--- src/rtl/mult_err_sweep_ctrl.sv ---
// mult_err_sweep_ctrl
//   Error-characterisation sweep for an N x N combinational (approximate)
//   multiplier. Every operand pair (a outer, b inner) is presented on
//   mult_a/mult_b, one pair per cycle. The returned mult_y is registered
//   together with the exact product, then reduced into raw error terms.
//   The terms are: mismatch count, sum of error distances, sum of squared
//   errors, and the worst error with the operands that first reached it.
//
// Ports
//   clk        rising-edge clock
//   rst        asynchronous active-high reset
//   start      begin/restart a sweep (honoured in IDLE and DONE)
//   abort      end a running sweep (honoured in SWEEP and DRAIN)
//   mult_a/b   registered operands to the multiplier under test
//   mult_y     product returned by the multiplier under test
//   busy       high while sweeping or draining
//   done       high once a full sweep has completed, until restart/reset
//   err_count  pairs with mult_y != a*b
//   sum_ed     sum of |mult_y - a*b|
//   sum_sq     sum of (mult_y - a*b)^2
//   max_ed     largest error distance seen
//   max_a/b    operands of the first pair that reached max_ed
module mult_err_sweep_ctrl #(
  parameter int N = 4
) (
  input  logic             clk,
  input  logic             rst,
  input  logic             start,
  input  logic             abort,
  output logic [N-1:0]     mult_a,
  output logic [N-1:0]     mult_b,
  input  logic [2*N-1:0]   mult_y,
  output logic             busy,
  output logic             done,
  output logic [2*N:0]     err_count,
  output logic [4*N-1:0]   sum_ed,
  output logic [6*N-1:0]   sum_sq,
  output logic [2*N-1:0]   max_ed,
  output logic [N-1:0]     max_a,
  output logic [N-1:0]     max_b
);

  localparam int PW = 2 * N;

  typedef enum logic [1:0] {IDLE, SWEEP, DRAIN, DONE} state_t;

  state_t          state;
  logic [PW-1:0]   idx;

  logic [PW-1:0]   y_p1;
  logic [PW-1:0]   exact_p1;
  logic [N-1:0]    a_p1;
  logic [N-1:0]    b_p1;
  logic            vld_p1;

  logic [PW-1:0]   exact_p0;
  logic [PW-1:0]   ed_p1;
  logic [2*PW-1:0] sq_p1;
  logic            abort_act;

  // |y - e| computed on a sign-extended difference so the magnitude is exact.
  function automatic logic [PW-1:0] abs_err(input logic [PW-1:0] y,
                                            input logic [PW-1:0] e);
    logic signed [PW:0] d;
    logic signed [PW:0] m;
    d = $signed({1'b0, y}) - $signed({1'b0, e});
    m = (d < 0) ? -d : d;
    return m[PW-1:0];
  endfunction

  // The operand registers are the sweep index itself.
  assign mult_a = idx[PW-1:N];
  assign mult_b = idx[N-1:0];

  // Stage 0: exact reference product for the pair currently presented
  assign exact_p0 = {{N{1'b0}}, mult_a} * {{N{1'b0}}, mult_b};

  // Stage 1 -> 2: error distance of the captured pair
  assign ed_p1 = abs_err(y_p1, exact_p1);
  assign sq_p1 = {{PW{1'b0}}, ed_p1} * {{PW{1'b0}}, ed_p1};

  // An abort discards the pair sitting in stage 1 rather than accumulating it.
  assign abort_act = abort && (state == SWEEP || state == DRAIN);

  always_ff @(posedge clk or posedge rst) begin
    if (rst) begin
      state     <= IDLE;
      idx       <= '0;
      busy      <= 1'b0;
      done      <= 1'b0;
      vld_p1    <= 1'b0;
      y_p1      <= '0;
      exact_p1  <= '0;
      a_p1      <= '0;
      b_p1      <= '0;
      err_count <= '0;
      sum_ed    <= '0;
      sum_sq    <= '0;
      max_ed    <= '0;
      max_a     <= '0;
      max_b     <= '0;
    end else begin
      // Stage 2: accumulate error terms; strict compare keeps the first worst pair
      if (vld_p1 && !abort_act) begin
        err_count <= err_count + {{PW{1'b0}}, (ed_p1 != '0)};
        sum_ed    <= sum_ed + {{PW{1'b0}}, ed_p1};
        sum_sq    <= sum_sq + {{PW{1'b0}}, sq_p1};
        if (ed_p1 > max_ed) begin
          max_ed <= ed_p1;
          max_a  <= a_p1;
          max_b  <= b_p1;
        end
      end

      case (state)
        IDLE, DONE: begin
          if (start) begin
            state     <= SWEEP;
            idx       <= '0;
            busy      <= 1'b1;
            done      <= 1'b0;
            err_count <= '0;
            sum_ed    <= '0;
            sum_sq    <= '0;
            max_ed    <= '0;
            max_a     <= '0;
            max_b     <= '0;
          end
        end

        SWEEP: begin
          if (abort) begin
            state  <= IDLE;
            busy   <= 1'b0;
            vld_p1 <= 1'b0;
          end else begin
            // Stage 1: capture the pair presented during the last cycle
            y_p1     <= mult_y;
            exact_p1 <= exact_p0;
            a_p1     <= mult_a;
            b_p1     <= mult_b;
            vld_p1   <= 1'b1;
            // The last pair leaves the operands parked on their final value.
            if (&idx) state <= DRAIN;
            else      idx   <= idx + 1'b1;
          end
        end

        DRAIN: begin
          vld_p1 <= 1'b0;
          busy   <= 1'b0;
          if (abort) begin
            state <= IDLE;
          end else begin
            state <= DONE;
            done  <= 1'b1;
          end
        end

        default: state <= IDLE;
      endcase
    end
  end

endmodule

--- config.mk ---
export PLATFORM = sky130hd
export DESIGN_NAME = mult_err_sweep_ctrl
export DESIGN_NICKNAME = d
export VERILOG_FILES = /design/src/rtl/mult_err_sweep_ctrl.sv
export SDC_FILE = /design/constraint.sdc
export NUM_CORES = 1
export LEC_CHECK = 0
export CAP_MARGIN = 20
export CORE_UTILIZATION = 55
export CTS_BUF_LIST = sky130_fd_sc_hd__clkbuf_4 sky130_fd_sc_hd__clkbuf_8 sky130_fd_sc_hd__clkbuf_16
export DETAILED_ROUTE_END_ITERATION = 10
export PLACE_DENSITY = 0.78
export SLEW_MARGIN = 15
export SYNTH_ARGS = -nofsm -noshare
export SYNTH_HDL_FRONTEND = slang
export SYNTH_SLANG_ARGS = --single-unit
--- constraint.sdc ---
create_clock -name clk -period 9.5 [get_ports clk]
set_clock_uncertainty 0.2 [all_clocks]
set_input_delay 1.9 -clock clk [delete_from_list [all_inputs] [get_ports clk]]
set_output_delay 1.9 -clock clk [all_outputs]
set_load 0.01 [all_outputs]
Yosys cells after proc, flatten, opt, wreduce, memory -nomap -nowiden
Index checks and enable logic that the tools add are counted.

$add $sub $neg: 6. Muxes and demuxes: 39. Bitwise logic cells: 1. Divide/modulo/power cells: 0. $lt $le $gt $ge: 2. Reduce and logical (&&, ||, !) cells: 16. Equal/unequal tests: 9. Multipliers: 2. Shift-type cells: 0.

Operator list (count): $mux W24 (3); $mux W8 (8); $mux W16 (3); $mux W4 (8); $mux W9 (3); $add A24 B16 Y24 (1); $add A16 B8 Y16 (1); $mul A8 B8 Y16 (1); $pmux W8 S2 (1); $ne A2 B2 Y1 const B (5); $add A9 B1 Y9 (1); $lt A9 B1 Y1 const B (1); $sub A8 B8 Y9 (1); $add A8 B1 Y8 const B (1); $gt A8 B8 Y1 (1); $mul A4 B4 Y8 (1); $mux W2 (4); $neg A8 Y8 (1); $reduce_and A8 Y1 (1); $reduce_bool A8 Y1 (1); $pmux W2 S3 (1); $reduce_and A2 Y1 (3); $reduce_bool A2 Y1 (3); $mux W1 (5); 13 further kinds (16).

Flip-flop bits (word level): 102. Logic and storage cells: 90. Output and inout bits: 75. Memory bits (writable): 0. Bits in latches: 0. Memories kept: 0. Bits in read-only memories: 0.

Longest topological paths before layout
Depth after elaboration: 8. Gate-level depth with buffers: 28. Mapped depth without buffers: 28.

Least setup slack after synthesis
OpenSTA, ideal clock, no wires.

Kind: register to register. Start: reg y_p1[0]. End: reg sum_sq[18]. Arrival time: 6407 ps. Setup time: 132 ps. Path slack: 2761 ps. Cell stages (with the launch flop): 25. Cell sequence: dfrtp_1 inv_1 ha_1 inv_1 fa_1 xnor2_2 nand3_1 mux2_2 o41ai_2 xor2_1 nor2b_1 fa_1 fa_1 fa_1 inv_1 fa_1 inv_1 ha_1 and3_1 and3_1 a211oi_1 a2111oi_0 o21ai_0 xor2_1 nor2_1.

Cells in the longest elaborated chain, start to end: 8.

RTL lines: from (decl) (line 50) `logic [PW-1:0] y_p1;`; from (signal assigned) (line 138) `y_p1 <= mult_y;`; $sub A8 B8 Y9 * (line 66) `d = $signed({1'b0, y}) - $signed({1'b0, e});`; $neg A8 Y8 / $lt A9 B1 Y1 (equally long branches) (line 67) `m = (d < 0) ? -d : d;`; $mux W8 * (line 67); $mul A8 B8 Y16 * (line 80) `assign sq_p1 = {{PW{1'b0}}, ed_p1} * {{PW{1'b0}}, ed_p1};`; $add A24 B16 Y24 * (line 107) `sum_sq <= sum_sq + {{PW{1'b0}}, sq_p1};`; $mux W24 * (line 104) `if (vld_p1 && !abort_act) begin`; $mux W24 (line 117) `if (start) begin`; $mux W24 * (line 115) `case (state)`; to (signal assigned) (line 107); to (decl) (line 37) `output logic [6*N-1:0] sum_sq,`.

Mark *: on every way between the ends. The rest lies on a longest branch, timed or not. A chain may end at the register's enable or synchronous reset.

Worst setup path after layout
Same ends and word-level chain as after synthesis.

==> results.yml <==
critical_path:
  cp-end-kind: "register"
  startpoint: "y_p1[0]"
  setup.worst_path.start_class: "register"
  r2r-start: "y_p1[0]"
  critPathKind: "register to register"
  crit_end: "sum_sq[18]"
  crit_fanout: 10
  r2r-end: "sum_sq[18]"
  required_ns: 9.53
  reg2regPathDepth: 24
  worstPathArrival_ns: 7.56
  rrSetupSlack_ns: 1.97
global_route:
  antenna_found_initial: 0
  grt-ovfl-total: 0
  grt_pass1_vias: 6334
  grtUsageTotal: 0.256
  grt_pass1_wl_mm: 30.4
  grt_max_degree: 69
synthesis:
  synth.most_common_cell: "nand2_1"
  netlist.area_leader.share: 0.314
  synth_warnings: 0
  synth_fp_nets: 1055
  synthTopCellsByCount: "nand2_1 (123), inv_1 (118), dfrtp_1 (102)"
  ys_top_cells_by_area: "dfrtp_1 (31%), ha_1 (13%), fa_1 (11%)"
  synth_edf_count: 0
  syn_area_um2: 8120
  yosysTopAreaCell: "dfrtp_1"
  synthArstFlopShare: 1.00
  ys_types: 62
  seq_area_frac_synth: 0.314
  synthCells: 917
  synth_flop_cell: "dfrtp_1"
  syn_area_per_cell_um2: 8.85
  synth-seq-cells: 102
timing:
  rsz0062_at_grt: "no"
  fin_crit_sh: 0.792
  fmax_ghz: 0.133
  max_slew_margin: 0.216
  fin_crit_ns: 7.53
  worst-slew-pin-transition_ns: 1.18
  final-hold-violation-count: 0
  setup_violations: 0
  maxSlewViolCount: 0
  tns_ns: 0
placed_design:
  numPortBuffers: 86
  hpwl_mm: 13.3
  gp_congestion: 0.911
floorplanning:
  dieArea_um2: 15200
  pin_count: 87
  rows: 44
  initial_core_util: 0.561
  core_um2: 14500
  die_x_um: 123
  dieHeight_um: 123
run_status:
  status: "finished, final reports clean"
clock_tree:
  clk_latency_ns: 0.36
  path_clk_slew_ns: 0.08
  cts_tree: "yes"
  cts_buffers: 9
  cts_hold_buf: 0
  cts_buffer_depth: 2
  cts.sinks: 102
  cts_root_buffer: "clkbuf_16"
  postCtsSetupBuffers: 0
  ctsHtreeMaxLevel: 3
  cts_resized: 0
layout:
  finalNetCount: 1130
  drive_above_1_share: 0.0411
  syn2layout_area_growth_pct: 16.8
  n_antenna_cell: 0
route:
  post_drt_wl_per_cell_um: 15.2
  viasPerCell: 5.58
  firstDrtPassIters: 7
  vias: 6589
  ant_nets: 0
  drt_iter0_drc: 427
  remaining_drc_errors: 0
  wl_mm: 18.0
hold_path:
  hold_path_class: "register to register"
job:
  max-cap-violations: 0
## flip-flops by register name (all words and copies together), names as in the netlist, 2 cells and up
register	count
a_p1	4
b_p1	4
err_count	9
exact_p1	8
idx	8
max_a	4
max_b	4
max_ed	8
state	2
sum_ed	16
sum_sq	24
y_p1	8
## worst max-delay path: stages (launching register included)
cell	delay, ns
dfrtp_1	0.36
inv_1	0.07
ha_1	0.17
inv_1	0.05
fa_1	0.42
xnor2_2	0.30
nand3b_1	0.12
mux2_2	0.29
o41ai_2	0.25
xor2_1	0.70
nor2b_1	0.16
fa_1	0.56
fa_1	0.54
fa_1	0.54
inv_1	0.06
fa_1	0.53
inv_1	0.04
ha_1	0.35
and3_1	0.18
and3_1	0.16
a211oi_1	0.13
a2111oi_0	0.80
o21ai_0	0.20
xor2_1	0.17
nor2_1	0.05
## cell type report
type | instances | area [µm²]
flip-flops and latches | 102 | 2550
well taps | 184 | 230
clock inverters | 7 | 78.8
clock buffers | 9 | 225
repair buffers | 91 | 898
multi-input cells | 667 | 5040
inverters | 121 | 457
fillers | 1228 | 4990
## per-layer routing
metal | global-route usage | vias up | routed length (µm)
met2 | 0.413 | 166 | 8570
met4 | 0.0979 | 0 | 462
met3 | 0.0323 | 36 | 675
li1 | - | 3192 | -
met1 | 0.351 | 3195 | 8280
met5 | 0 | - | 0
## cell usage in the layout (no fill, tap or decap), types with 4 or more instances in the layout
master	Yosys	routed
a211oi_1	18	18
ha_1	83	83
dfrtp_1	102	102
nor2_1	83	83
a21o_1	10	10
nand2_1	123	123
a31oi_1	4	4
a21oi_1	56	56
nand3_1	20	20
o21ai_0	35	35
nand4_1	9	9
clkdlybuf4s50_1	0	86
and2_1	19	18
fa_1	43	43
o31ai_1	7	7
or3_1	6	6
xor2_1	22	22
clkbuf_16	0	9
buf_4	0	5
nor3_1	8	8
inv_1	118	117
nand2b_1	6	6
o21a_1	4	4
mux2i_1	17	17
xnor2_1	26	26
nor2b_1	7	7
and3_1	12	12
and4_1	4	4
o21bai_1	5	5
## metrics by stage
step	utilization	std cells	cell area, µm²	hold WS, ns	setup slack [ns]
after CTS	0.655	1181	9480	0.284	2.01
after global placement	0.634	1165	9180	0.258	2.20
after global routing	0.655	1181	9480	0.315	1.32
after detailed placement	0.634	1165	9180	0.265	2.06
final	0.655	1181	9480	0.281	1.97
after floorplan	-	917	8120	0.243	2.76
## worst min-delay path by stage
stage           startpoint           to  slack [ns]  cells after the start
6_report           a_p1[0]      a_p1[0]        0.28                      2
5_1_grt        exact_p1[7]  exact_p1[7]        0.32                      2
4_1_cts            a_p1[1]      a_p1[1]        0.28                      2
3_5_place_dp       a_p1[1]      a_p1[1]        0.26                      2
3_3_place_gp   exact_p1[0]  exact_p1[0]        0.26                      2
2_1_floorplan  exact_p1[0]  exact_p1[0]        0.24                      2
## cells by family after synthesis
family,after synthesis,share of synthesized area
buf+inv,148,0.0684
xor+xnor,51,0.0578
compound gates,164,0.129
fa+ha+maj,126,0.234
mux,20,0.0256
flops,102,0.314
simple gates,306,0.171
Power is left out: the tool's default activity adds up to more than one toggle a clock period on the data nets, which glitch-free logic cannot reach.
